$ cat config.mk
export PLATFORM = sky130hd
export DESIGN_NAME = io_out_fifo_flat
export DESIGN_NICKNAME = d
export VERILOG_FILES = /design/src/rtl/io_out_fifo_if.sv /design/src/rtl/io_out_fifo.sv /design/src/flat_wrapper.sv
export SDC_FILE = /design/constraint.sdc
export NUM_CORES = 1
export LEC_CHECK = 0
export ABC_AREA = 1
export CORE_MARGIN = 1.5
export CORE_UTILIZATION = 40
export CTS_BUF_LIST = sky130_fd_sc_hd__clkbuf_16
export DETAILED_ROUTE_END_ITERATION = 6
export PLACE_DENSITY_LB_ADDON = 0.3
export SLEW_MARGIN = 20
export SYNTH_ARGS = -nofsm -noshare
export SYNTH_HDL_FRONTEND = slang
export SYNTH_SLANG_ARGS = --single-unit
$ cat constraint.sdc
create_clock -name clk -period 6.1 [get_ports clk]
set_clock_uncertainty 0.15 [all_clocks]
set_input_delay 1.22 -clock clk [delete_from_list [all_inputs] [get_ports clk]]
set_output_delay 1.22 -clock clk [all_outputs]
set_load 0.01 [all_outputs]
$ cat src/rtl/io_out_fifo_if.sv
`default_nettype none
// ============================================================================
// Module      : io_out_fifo_if
// Description : Valid/ready stream carrying tagged words out of io_out_fifo.
// Revision    : 1.0
// ============================================================================
interface io_out_fifo_if #(
  parameter int NUBITS = 32,
  parameter int AW     = 3
);
  logic              m_valid;
  logic              m_ready;
  logic [AW-1:0]     m_addr;
  logic [NUBITS-1:0] m_data;

  modport master (output m_valid, output m_addr, output m_data, input m_ready);
  modport slave  (input m_valid, input m_addr, input m_data, output m_ready);
endinterface
`default_nettype wire

$ cat src/rtl/io_out_fifo.sv
`default_nettype none
// ============================================================================
// Module      : io_out_fifo
// Description : Tagged first-word-fall-through FIFO between the core's OUT
//               strobe and a back-pressuring stream; drops and flags on full.
// Revision    : 1.0
// ============================================================================
module io_out_fifo #(
  parameter int NUBITS = 32,
  parameter int NUIOOU = 8,
  parameter int FDEPTH = 8,
  localparam int AW = (NUIOOU > 1) ? $clog2(NUIOOU) : 1,
  localparam int PW = $clog2(FDEPTH),
  localparam int CW = PW + 1
) (
  input  wire logic              clk,
  input  wire logic              rst,
  input  wire logic              out_en,
  input  wire logic [AW-1:0]     addr_out,
  input  wire logic [NUBITS-1:0] data_out,
  io_out_fifo_if.master          m_if,
  output logic [CW-1:0]          count,
  output logic                   full,
  output logic                   ovf,
  input  wire logic              ovf_clr
);

  logic [AW+NUBITS-1:0] r_mem [FDEPTH];
  logic [PW-1:0]        r_wptr;
  logic [PW-1:0]        r_rptr;
  logic [CW-1:0]        r_count;
  logic                 r_full;
  logic                 r_ovf;

  logic                 w_pop;
  logic                 w_push;
  logic                 w_drop;
  logic [AW-1:0]        w_tag;
  logic [CW-1:0]        w_count_nxt;

  // A single-address core has no meaningful tag; store a constant zero.
  assign w_tag  = (NUIOOU > 1) ? addr_out : '0;
  assign w_pop  = (r_count != '0) && m_if.m_ready;
  assign w_push = out_en && (!r_full || w_pop);
  assign w_drop = out_en && r_full && !w_pop;

  always_comb begin
    w_count_nxt = r_count;
    if (w_push && !w_pop)
      w_count_nxt = r_count + CW'(1);
    else if (w_pop && !w_push)
      w_count_nxt = r_count - CW'(1);
  end

  always_ff @(posedge clk or negedge rst) begin
    if (!rst) begin
      r_wptr  <= '0;
      r_rptr  <= '0;
      r_count <= '0;
      r_full  <= 1'b0;
      r_ovf   <= 1'b0;
      for (int i = 0; i < FDEPTH; i++)
        r_mem[i] <= '0;
    end else begin
      if (w_push) begin
        r_mem[r_wptr] <= {w_tag, data_out};
        r_wptr        <= r_wptr + PW'(1);
      end
      if (w_pop)
        r_rptr <= r_rptr + PW'(1);
      r_count <= w_count_nxt;
      r_full  <= (w_count_nxt == CW'(FDEPTH));
      // Set has priority so a clear never hides a fresh overflow.
      if (w_drop)
        r_ovf <= 1'b1;
      else if (ovf_clr)
        r_ovf <= 1'b0;
    end
  end

  assign m_if.m_valid               = (r_count != '0);
  assign {m_if.m_addr, m_if.m_data} = r_mem[r_rptr];
  assign count                      = r_count;
  assign full                       = r_full;
  assign ovf                        = r_ovf;

endmodule
`default_nettype wire

$ cat src/flat_wrapper.sv
// flat-port wrapper written by rule: the top's interface ports become plain ports
module io_out_fifo_flat 
#(
  parameter int NUBITS = 32,
  parameter int NUIOOU = 8,
  parameter int FDEPTH = 8,
  localparam int AW = (NUIOOU > 1) ? $clog2(NUIOOU) : 1,
  localparam int PW = $clog2(FDEPTH),
  localparam int CW = PW + 1
)
  (clk, rst, out_en, addr_out, data_out, count, full, ovf, ovf_clr, m_if_m_valid, m_if_m_addr, m_if_m_data, m_if_m_ready);
  io_out_fifo_if #(.NUBITS(NUBITS), .AW((3))) m_if_i ();
  input  wire logic clk;
  input  wire logic rst;
  input  wire logic out_en;
  input  wire logic [AW-1:0] addr_out;
  input  wire logic [NUBITS-1:0] data_out;
  output logic [CW-1:0] count;
  output logic full;
  output logic ovf;
  input  wire logic ovf_clr;
  output wire logic [$bits(m_if_i.m_valid)-1:0] m_if_m_valid;
  output wire logic [$bits(m_if_i.m_addr)-1:0] m_if_m_addr;
  output wire logic [$bits(m_if_i.m_data)-1:0] m_if_m_data;
  input wire logic [$bits(m_if_i.m_ready)-1:0] m_if_m_ready;
  assign m_if_m_valid = m_if_i.m_valid;
  assign m_if_m_addr = m_if_i.m_addr;
  assign m_if_m_data = m_if_i.m_data;
  assign m_if_i.m_ready = m_if_m_ready;
  io_out_fifo #(.NUBITS(NUBITS), .NUIOOU(NUIOOU), .FDEPTH(FDEPTH)) u_core (.clk(clk), .rst(rst), .out_en(out_en), .addr_out(addr_out), .data_out(data_out), .m_if(m_if_i), .count(count), .full(full), .ovf(ovf), .ovf_clr(ovf_clr));
endmodule
==> metrics.log, run 1 <==
INFO  metric ys_seq_elements = slightly below 300
INFO  metric ys_seq_area_share = between 50 and 60%
INFO  metric syn_area_per_cell = 8.78 µm²
INFO  metric design.core.area = 33400 µm²
INFO  metric synthDominantAreaCellType = dfrtp_1
INFO  metric total_routed_wirelength = ~33 mm
INFO  metric synth_fp_nets = ~1600
INFO  metric cell_at_the_root_of_the_clock_tree = clkbuf_16
INFO  metric cells_taking_the_most_area_after_synthesis = dfrtp_1 54%, nand2_1 11%, o21ai_1 6.4%, nor2_1 6.0%, o21ai_0 5.3%
INFO  metric dp_hpwl = between 15 and 20 mm
INFO  metric routabilityCongestion = between 0.7 and 0.8
INFO  metric grt.total_usage = 19.6%
INFO  metric final.setup.tns = 0 ns
INFO  metric cts.sinks = between 200 and 300
INFO  metric grt_pass1_wl = roughly 56 mm
INFO  metric max-vdd-ir-drop = approximately 260 µV
INFO  metric yosysUniqueCellTypes = 30
INFO  metric die_height = 187 µm
INFO  metric clock_insertion_delay_at_the_later_pin_of_the_skew_report = between 0.5 and 0.6 ns
INFO  metric ant_nets = 0
INFO  metric worst-slew-pin-transition = between 0.9 and 1 ns
INFO  metric synth_edf_count = 0
INFO  metric synth_async_sr_flop_share = 100%
INFO  metric io_pins = 82
INFO  metric run_status = finished clean
INFO  metric worst-endpoint-required = 4.73 ns
INFO  metric cp-start-kind = flip-flop
INFO  metric synthFlopType = dfrtp_1
INFO  metric post_drt_via_cell_ratio = 5.20
INFO  metric timing_max_transition_violations_final = 0
INFO  metric clockBufferDepth = 3
INFO  metric synth_largest_type_area_fraction = a little over half
INFO  metric clock_slew_at_the_register_clock_pins_of_the_worst_setup_and_hold_paths = 0.06 ns
INFO  metric tritoncts = built
INFO  metric setup.worst_path.end_class = output port
INFO  metric n_antenna_cell = 0
INFO  metric fill_cells = 3321
INFO  metric placementRows = 67
INFO  metric synth_top_cells_by_count = 405 x nand2_1, 292 x dfrtp_1, 214 x nor2_1
INFO  metric postCtsSetupRepairBufs = 0
INFO  metric area_grow_syn2layout = 14.2%
INFO  metric floorplan.die_area = 34800 µm²
INFO  metric wl_per_cell = about 16 µm
INFO  metric relSlewSlack = 34.4%
INFO  metric report.power.total = 9.18 mW
INFO  metric final.period_utilization = between 70 and 80%
INFO  metric place.port_buffers = just over 80
INFO  metric worst_hold_path_type = reg2reg
INFO  metric netlist_area = 13500 µm²
INFO  metric post-route-drc-count = 0
INFO  metric finish.net_count = ~1600
INFO  metric yosysWarnings = 0
INFO  metric cts_made_buffers = 34
INFO  metric h_tree_depth = 2
INFO  metric critical_path_peak_fanout = 67
INFO  metric antenna_found_initial = 0
INFO  metric effective_utilization_at_floorplan = 40.4%
INFO  metric timing.final.hold_violations = 0
INFO  metric detail_route.iter0.violations = 796
INFO  metric leakage = between 7 and 8 nW
INFO  metric total_area_of_sequential_cells = approximately 7300 µm²
INFO  metric multiInputGateArea = 5240 µm²
INFO  metric arrival = roughly 3.5 ns
INFO  metric cts-resized-gates = 0
INFO  metric postSynthCellCount = 1535
INFO  metric first_global_vias = roughly 11000
INFO  metric cts.hold.buffers_added = 0
INFO  metric vias = between 10000 and 15000
INFO  metric die_width = between 150 and 200 µm
INFO  metric firstDrtPassIters = 5
INFO  metric post_route_cells_drive_above_1_share = 7.70%
INFO  metric total_power_per_unit_cell_area = between 500 and 600 nW/µm²
INFO  metric yosysMostFrequentCell = nand2_1
INFO  metric achievable_clock_frequency = slightly above 0.2 GHz
INFO  metric grt_overflow = 0
INFO  metric grt_max_degree = roughly 130
INFO  metric max_cap_viol_count = 0
INFO  metric setup_violations = 0
INFO  metric crit_type = reg2out
INFO  metric fin_crit = just under 5 ns
INFO  metric grt_setup_unrepaired = no
-- layout by cell type, fill, tap and decap left out, types with 2 or more instances in the layout --
| cell type | n |
|---|---|
| o21ai_1 | 173 |
| dfrtp_1 | 289 |
| nand4_4 | 8 |
| nand4_1 | 2 |
| o32ai_1 | 70 |
| nand3_1 | 8 |
| clkinv_2 | 5 |
| bufinv_16 | 4 |
| inv_6 | 2 |
| nor2_1 | 214 |
| clkdlybuf4s50_1 | 80 |
| dfrtp_4 | 2 |
| clkinv_1 | 12 |
| a21oi_1 | 2 |
| nand2_1 | 405 |
| o21ai_2 | 37 |
| nand2_4 | 2 |
| ha_1 | 4 |
| o21ai_0 | 142 |
| buf_4 | 17 |
| xor2_1 | 5 |
| clkbuf_16 | 34 |
| inv_1 | 55 |
-- worst max-delay path, cell delays in order (launching register included) --
cell and delay [ns]:
dfrtp_4 0.77, inv_4 0.62, buf_4 0.48, nor2_1 0.07
o32ai_1 0.25, nand2_1 0.08, nand2_1 0.13, clkdlybuf4s50_1 0.55
-- final cells by class --
cell class                 count  share of cell area, %
clock buffer                  34                   5.53
clock inverter                28                   1.55
inverter                      53                   1.31
multi-input combinational   1077                   34.0
sequential                   292                   47.5
tap                          448                   3.64
timing repair buffer         100                   6.44
-- power by group --
part | internal (mW) | switching [mW] | total (mW) | leakage, nW
clock network | 1.19 | 0.803 | 1.99 | 0.555
logic | 1.59 | 2.17 | 3.75 | 2.90
registers | 2.80 | 0.633 | 3.44 | 3.68
total | 5.58 | 3.60 | 9.18 | 7.13
-- registers in the layout (all words and copies together) (netlist names) --
signal	flops
u_core.count	4
u_core.full	1
u_core.ovf	1
u_core.r_mem	280
u_core.r_rptr	3
u_core.r_wptr	3
-- routing by layer --
layer	routed length (µm)	GRT usage (%)
met1	15900	27.7
met2	15500	32.0
met3	1270	2.46
met4	550	5.02
met5	0	0
-- worst paths after layout --
kind | from | end | slack [ns] | cells after the start
worst max-delay path | u_core.r_rptr[0] | m_if_m_data[16] | 1.23 | 7
worst min-delay path | u_core.r_mem[185] | u_core.r_mem[185] | 0.33 | 2
worst max register to register | u_core.count[0] | u_core.r_mem[130] | 2.95 | 9
worst min register to register | u_core.r_mem[185] | u_core.r_mem[185] | 0.33 | 2
max in group asynchronous | rst | u_core.r_mem[272] | 4.03 | 3
min in group asynchronous | rst | u_core.r_mem[7] | 0.46 | 1
-- metrics by stage --
| step | hold slack, ns | util [%] | cells | cell area (µm²) | setup slack, ns |
|---|---|---|---|---|---|
| after floorplan | 0.300 | - | 1535 | 13500 | 3.27 |
| after global placement | 0.310 | 42.8 | 1969 | 14300 | 1.79 |
| final | 0.325 | 46.2 | 2032 | 15400 | 1.23 |
| after detailed placement | 0.312 | 42.8 | 1969 | 14300 | 1.77 |
| after CTS | 0.327 | 46.1 | 2031 | 15400 | 1.20 |
| after global routing | 0.350 | 46.2 | 2032 | 15400 | 0.933 |
-- kinds of logic after synthesis --
kind of cell               after synthesis  synth area share (%)
adders and majority gates                4                 0.371
DFF                                    292                  54.2
and+or+nand+nor                        641                  19.1
AOI/OAI and AO/OA                      425                  18.8
muxes                                    1                0.0835
buffers and inverters                  166                  7.07
xor gates and xnor gates                 6                 0.390
No activity file was read; power rests on OpenSTA's default activity.
==> inputs of run 2 (changes only) <==
Clock period 6.1 ns to 4.1 ns, I/O delays scaled along.
==> metrics.log, run 2 (same netlist as run 1, synthesis figures left out) <==
INFO  metric run_status = finished clean
INFO  metric top_register = u_core.r_mem
INFO  metric clock_slew_at_the_register_clock_pins_of_the_worst_setup_and_hold_paths = 0.06 ns
INFO  metric n_antenna_cell = 0
INFO  metric flip_flop_count_of_the_largest_register_after_layout = 280
INFO  metric vias = 10500
INFO  metric total_routed_wirelength = about 33 mm
INFO  metric place.port_buffers = just over 80
INFO  metric ant_nets = 0
INFO  metric cp_cell_sequence = buf_4 > o21ai_0 > o32ai_1 > nand2_1 > nand2_1 > clkdlybuf4s50_1
INFO  metric finish.net_count = between 1500 and 2000
INFO  metric area_grow_syn2layout = 15.3%
INFO  metric worst_path_most_repeated_cell = nand2_1
INFO  metric max_cap_viol_count = 0
INFO  metric cell_at_the_root_of_the_clock_tree = clkbuf_16
INFO  metric placementRows = between 60 and 70
INFO  metric effective_utilization_at_floorplan = 40.4%
INFO  metric cts.hold.buffers_added = 0
INFO  metric clockBufferDepth = 3
INFO  metric max-vdd-ir-drop = roughly 500 µV
INFO  metric grt_overflow = 0
INFO  metric worst_r2r_path_depth = 9
INFO  metric h_tree_depth = 2
INFO  metric fill_cells = 3251
INFO  metric fin_crit = 3.87 ns
INFO  metric final.period_utilization = between 90% and 100%
INFO  metric dp_hpwl = 18.1 mm
INFO  metric leakage = about 7 nW
INFO  metric firstDrtPassIters = 7
INFO  metric critical_path_peak_fanout = 74
INFO  metric cp-start-kind = flip-flop
INFO  metric setup_violations = 0
INFO  metric tritoncts = built
INFO  metric routabilityCongestion = around 0.77
INFO  metric setup.worst_path.end_class = output port
INFO  metric crit_type = reg2out
INFO  metric cts-resized-gates = 0
INFO  metric postCtsSetupRepairBufs = 0
INFO  metric wl_per_cell = approximately 16 µm
INFO  metric achievable_clock_frequency = approximately 0.26 GHz
INFO  metric cts.sinks = 292
INFO  metric timing.final.hold_violations = 0
INFO  metric io_pins = 82
INFO  metric most_common_library_cell_in_the_layout_ignoring_fill_and_taps = nand2_1
INFO  metric clock_insertion_delay_at_the_later_pin_of_the_skew_report = approximately 0.51 ns
INFO  metric die_height = around 190 µm
INFO  metric cts_made_buffers = 34
INFO  metric final.setup.tns = 0 ns
INFO  metric critical_path.slowest_cell = dfrtp_4
INFO  metric r2r_setup_slack = ~1.4 ns
INFO  metric commonest_cells_after_routing_fill_and_taps_aside = 405 x nand2_1, 289 x dfrtp_1, 214 x nor2_1
INFO  metric r2r_end = u_core.r_mem[191]
INFO  metric die_width = 187 µm
INFO  metric report.power.total = ~14 mW
INFO  metric first_global_vias = 10400
INFO  metric worst-endpoint-required = 3.13 ns
INFO  metric worst-slew-pin-transition = 0.897 ns
INFO  metric grt_setup_unrepaired = no
INFO  metric origin_of_the_critical_flop_to_flop_path = u_core.count[0]
INFO  metric post-route-drc-count = 0
INFO  metric detail_route.iter0.violations = a little under 900
INFO  metric arrival = 2.90 ns
INFO  metric antenna_found_initial = 0
INFO  metric design.core.area = roughly 33000 µm²
INFO  metric relSlewSlack = between 40% and 50%
INFO  metric grt_max_degree = approximately 140
INFO  metric total_power_per_unit_cell_area = just under 900 nW/µm²
INFO  metric floorplan.die_area = 34800 µm²
INFO  metric post_route_cells_drive_above_1_share = under 10%
INFO  metric grt.total_usage = 19.3%
INFO  metric timing_max_transition_violations_final = 0
INFO  metric grt_pass1_wl = roughly 55 mm
INFO  metric post_drt_via_cell_ratio = just over 5
INFO  metric critical_path.max_stage_delay = ~0.97 ns
INFO  metric worst_hold_path_type = in2async
## run 2: power by group
group	total (mW)	internal (mW)	leakage, nW	switching, mW
logic	5.75	2.46	2.95	3.29
clock network	3.05	1.86	0.574	1.18
registers	5.04	4.17	3.68	0.868
total	13.8	8.50	7.20	5.34
## run 2: final cells by class
class | count | area [µm²] | area share [%]
Inverter | 53 | 201 | 1.30
Timing Repair Buffer | 107 | 1100 | 7.07
Clock buffer | 35 | 876 | 5.64
Tap cell | 448 | 561 | 3.61
Multi-Input combinational cell | 1077 | 5240 | 33.7
Clock inverter | 24 | 250 | 1.61
Sequential cell | 292 | 7320 | 47.1
## run 2: worst max path at each step
stage                     start              end  slack, ns  cells after the start
2_1_floorplan  u_core.r_rptr[0]   m_if_m_addr[0]       1.67                      8
3_3_place_gp   u_core.r_rptr[1]  m_if_m_data[28]       0.87                      6
3_5_place_dp   u_core.r_rptr[1]  m_if_m_data[25]       0.79                      6
4_1_cts        u_core.r_rptr[1]  m_if_m_data[25]       0.22                      6
5_1_grt        u_core.r_rptr[1]  m_if_m_data[28]       0.05                      6
6_report       u_core.r_rptr[1]  m_if_m_data[28]       0.23                      6
## run 2: layer usage
metal	GRT usage (%)	up-vias	routed length [µm]
met5	0	-	0
met4	5.18	0	601
met3	3.08	46	1400
met2	32.0	217	15600
met1	26.3	5091	15200
li1	-	5173	-
## run 2: metrics by stage
step / instance area, µm² / util [%] / hold slack [ns] / setup WS [ns] / std cells
global route: 15500 / 46.6 / 0.0974 / 0.0477 / 2036
detailed placement: 14400 / 43.2 / 0.313 / 0.788 / 1977
floorplan: 13500 / - / 0.300 / 1.67 / 1535
global placement: 14400 / 43.2 / 0.310 / 0.868 / 1977
finish: 15500 / 46.6 / 0.0707 / 0.235 / 2036
CTS: 15500 / 46.6 / 0.0716 / 0.224 / 2036
## run 2: worst max-delay path: cells and delay by family, from the launching register on
family                 cells  cell delay, ns
AOI/OAI and AO/OA          2            0.27
and+or+nand+nor            2            0.19
buffers and inverters      2            0.93
DFF                        1            0.97
==> inputs of run 3 (changes only) <==
Settings changed: SLEW_MARGIN 20 to 40.
==> metrics.log, run 3 (same netlist as run 1, synthesis figures left out) <==
INFO  metric run_status = finished clean
INFO  metric die_width = 187 µm
INFO  metric share_comb_of_total_power = a little over two fifths
INFO  metric critical_path_peak_fanout = 29
INFO  metric total_routed_wirelength = 33.0 mm
INFO  metric firstDrtPassIters = 5
INFO  metric cts.hold.buffers_added = 0
INFO  metric commonest_cells_after_routing_fill_and_taps_aside = 405 x nand2_1, 289 x dfrtp_1, 214 x nor2_1
INFO  metric arrival = about 2.8 ns
INFO  metric fin_crit = around 3.8 ns
INFO  metric h_tree_depth = 1
INFO  metric grt_pass1_wl = between 50 and 60 mm
INFO  metric r2r_setup_slack = 1.46 ns
INFO  metric leakage = 7.18 nW
INFO  metric grt_setup_unrepaired = no
INFO  metric final-instance-count-excl-fill = a little over 2000
INFO  metric flip_flop_count_of_the_largest_register_after_layout = 280
INFO  metric io_pins = 82
INFO  metric setup_violations = 0
INFO  metric achievable_clock_frequency = about 0.27 GHz
INFO  metric place.port_buffers = 81
INFO  metric clock_insertion_delay_at_the_later_pin_of_the_skew_report = approximately 0.58 ns
INFO  metric antenna_found_initial = 0
INFO  metric max_cap_viol_count = 0
INFO  metric vias = approximately 11000
INFO  metric grt.total_usage = a little under a fifth
INFO  metric area_grow_syn2layout = 14.8%
INFO  metric r2r_end = u_core.r_mem[8]
INFO  metric origin_of_the_critical_flop_to_flop_path = u_core.count[0]
INFO  metric max-vdd-ir-drop = slightly below 500 µV
INFO  metric dp_cells = between 1500 and 2000
INFO  metric whs = 0.0275 ns
INFO  metric clockBufferDepth = 3
INFO  metric total_power_per_unit_cell_area = 884 nW/µm²
INFO  metric worst_r2r_path_depth = 9
INFO  metric report.power.total = approximately 14 mW
INFO  metric grt_max_degree = ~140
INFO  metric cell_at_the_root_of_the_clock_tree = clkbuf_16
INFO  metric post-route-drc-count = 0
INFO  metric worst-slew-pin-transition = roughly 0.77 ns
INFO  metric cts_made_buffers = 31
INFO  metric crit_type = reg2out
INFO  metric floorplan.die_area = between 30000 and 40000 µm²
INFO  metric dp_hpwl = approximately 18 mm
INFO  metric clock_slew_at_the_register_clock_pins_of_the_worst_setup_and_hold_paths = roughly 0.060 ns
INFO  metric first_global_vias = around 10000
INFO  metric final.setup.tns = 0 ns
INFO  metric timing.final.hold_violations = 0
INFO  metric critical_path.max_stage_delay = between 0.5 and 0.6 ns
INFO  metric relSlewSlack = 48.4%
INFO  metric placementRows = 67
INFO  metric final.period_utilization = 91.8%
INFO  metric detail_route.iter0.violations = between 800 and 900
INFO  metric sw_share = about two fifths
INFO  metric n_antenna_cell = 0
INFO  metric ant_nets = 0
INFO  metric design.core.area = about 33000 µm²
INFO  metric p_switching = 5.34 mW
INFO  metric post-route-util = 46.4%
INFO  metric worst-endpoint-required = ~3.1 ns
INFO  metric worst_path_most_repeated_cell = nand2_1
INFO  metric clock_power_share = between 20% and 30%
INFO  metric post_route_cells_drive_above_1_share = under 10%
INFO  metric fill_cells = roughly 3300
INFO  metric timing_max_transition_violations_final = 0
INFO  metric seq_power_share = 36.5%
INFO  metric most_common_library_cell_in_the_layout_ignoring_fill_and_taps = nand2_1
INFO  metric grt_overflow = 0
INFO  metric critical_path.slowest_cell = clkdlybuf4s50_1
INFO  metric wl_per_cell = roughly 16 µm
INFO  metric top_register = u_core.r_mem
INFO  metric cp_cell_sequence = inv_4 > buf_4 > nor2_1 > o32ai_1 > nand2_1 > nand2_1 > clkdlybuf4s50_1
INFO  metric cts-resized-gates = 0
INFO  metric cp-start-kind = flip-flop
INFO  metric p_int = 8.34 mW
INFO  metric worst_hold_path_type = in2async
INFO  metric post_drt_via_cell_ratio = roughly 5.2
INFO  metric routabilityCongestion = around 0.77
INFO  metric finish.net_count = about 1600
INFO  metric tritoncts = built
INFO  metric cts.sinks = between 200 and 300
INFO  metric effective_utilization_at_floorplan = between 40% and 50%
INFO  metric setup.worst_path.end_class = output port
INFO  metric die_height = 187 µm
## run 3: changes by cell type in the layout (fill, tap and decap cells not counted), sizes merged
cell      delta
clkbuf       -4
clkinv       +3
clkinvlp     -2
buf          +1
inv          -1
## run 3: worst max-delay path by stage
| stage | endpoint | from | slack [ns] | cells after the start |
|---|---|---|---|---|
| floorplan | m_if_m_addr[0] | u_core.r_rptr[0] | 1.67 | 8 |
| global placement | m_if_m_data[28] | u_core.r_rptr[1] | 0.87 | 6 |
| detailed placement | m_if_m_data[27] | u_core.r_rptr[1] | 0.80 | 6 |
| CTS | m_if_m_data[27] | u_core.r_rptr[1] | 0.16 | 6 |
| global route | m_if_m_data[30] | u_core.r_rptr[0] | 0.18 | 6 |
| finish | m_if_m_data[20] | u_core.r_rptr[0] | 0.34 | 7 |
## run 3: critical path, delay by kind of cell, from the launching register on
| kind | cells | cell delay (ns) |
|---|---|---|
| compound gates | 1 | 0.25 |
| buf+inv | 3 | 1.16 |
| flops | 1 | 0.50 |
| simple gates | 3 | 0.27 |
## run 3: cell type report
| type | count | area [µm²] | area share, % |
|---|---|---|---|
| well taps | 448 | 561 | 3.62 |
| repair buffers | 108 | 1130 | 7.32 |
| flip-flops and latches | 292 | 7320 | 47.3 |
| multi-input cells | 1077 | 5240 | 33.9 |
| inverters | 53 | 201 | 1.30 |
| clock inverters | 24 | 251 | 1.62 |
| clock buffers | 31 | 776 | 5.01 |
## run 3: metrics by stage
step           instance area [µm²]  setup WS (ns)
2_1_floorplan                13500           1.67
6_report                     15500          0.338
3_5_place_dp                 14400          0.798
4_1_cts                      15400          0.160
3_3_place_gp                 14400          0.868
5_1_grt                      15500          0.178
## run 3: power by group through the flow
stage	Combinational [mW]	Sequential, mW	Clock [mW]
2_1_floorplan	4.12	4.72	0
3_3_place_gp	5.71	5.03	0
3_5_place_dp	5.81	5.05	0
4_1_cts	5.83	5.02	2.90
5_1_grt	6.64	5.16	3.02
6_report	5.86	5.00	2.83
## run 3: per-layer routing
layer | share of wire (%) | vias to the layer above | GRT usage, %
met5 | 0 | - | 0
met4 | 2.1 | 0 | 4.40
met3 | 4.3 | 40 | 2.60
met2 | 47 | 244 | 32.0
met1 | 46 | 5132 | 26.2
li1 | - | 5183 | -
## run 3: timing repair
action / in CTS / in global routing
endpoints found under the hold margin: 0 / 0
setup endpoints to repair: 0 / 3
buffers inserted: 0 / 1
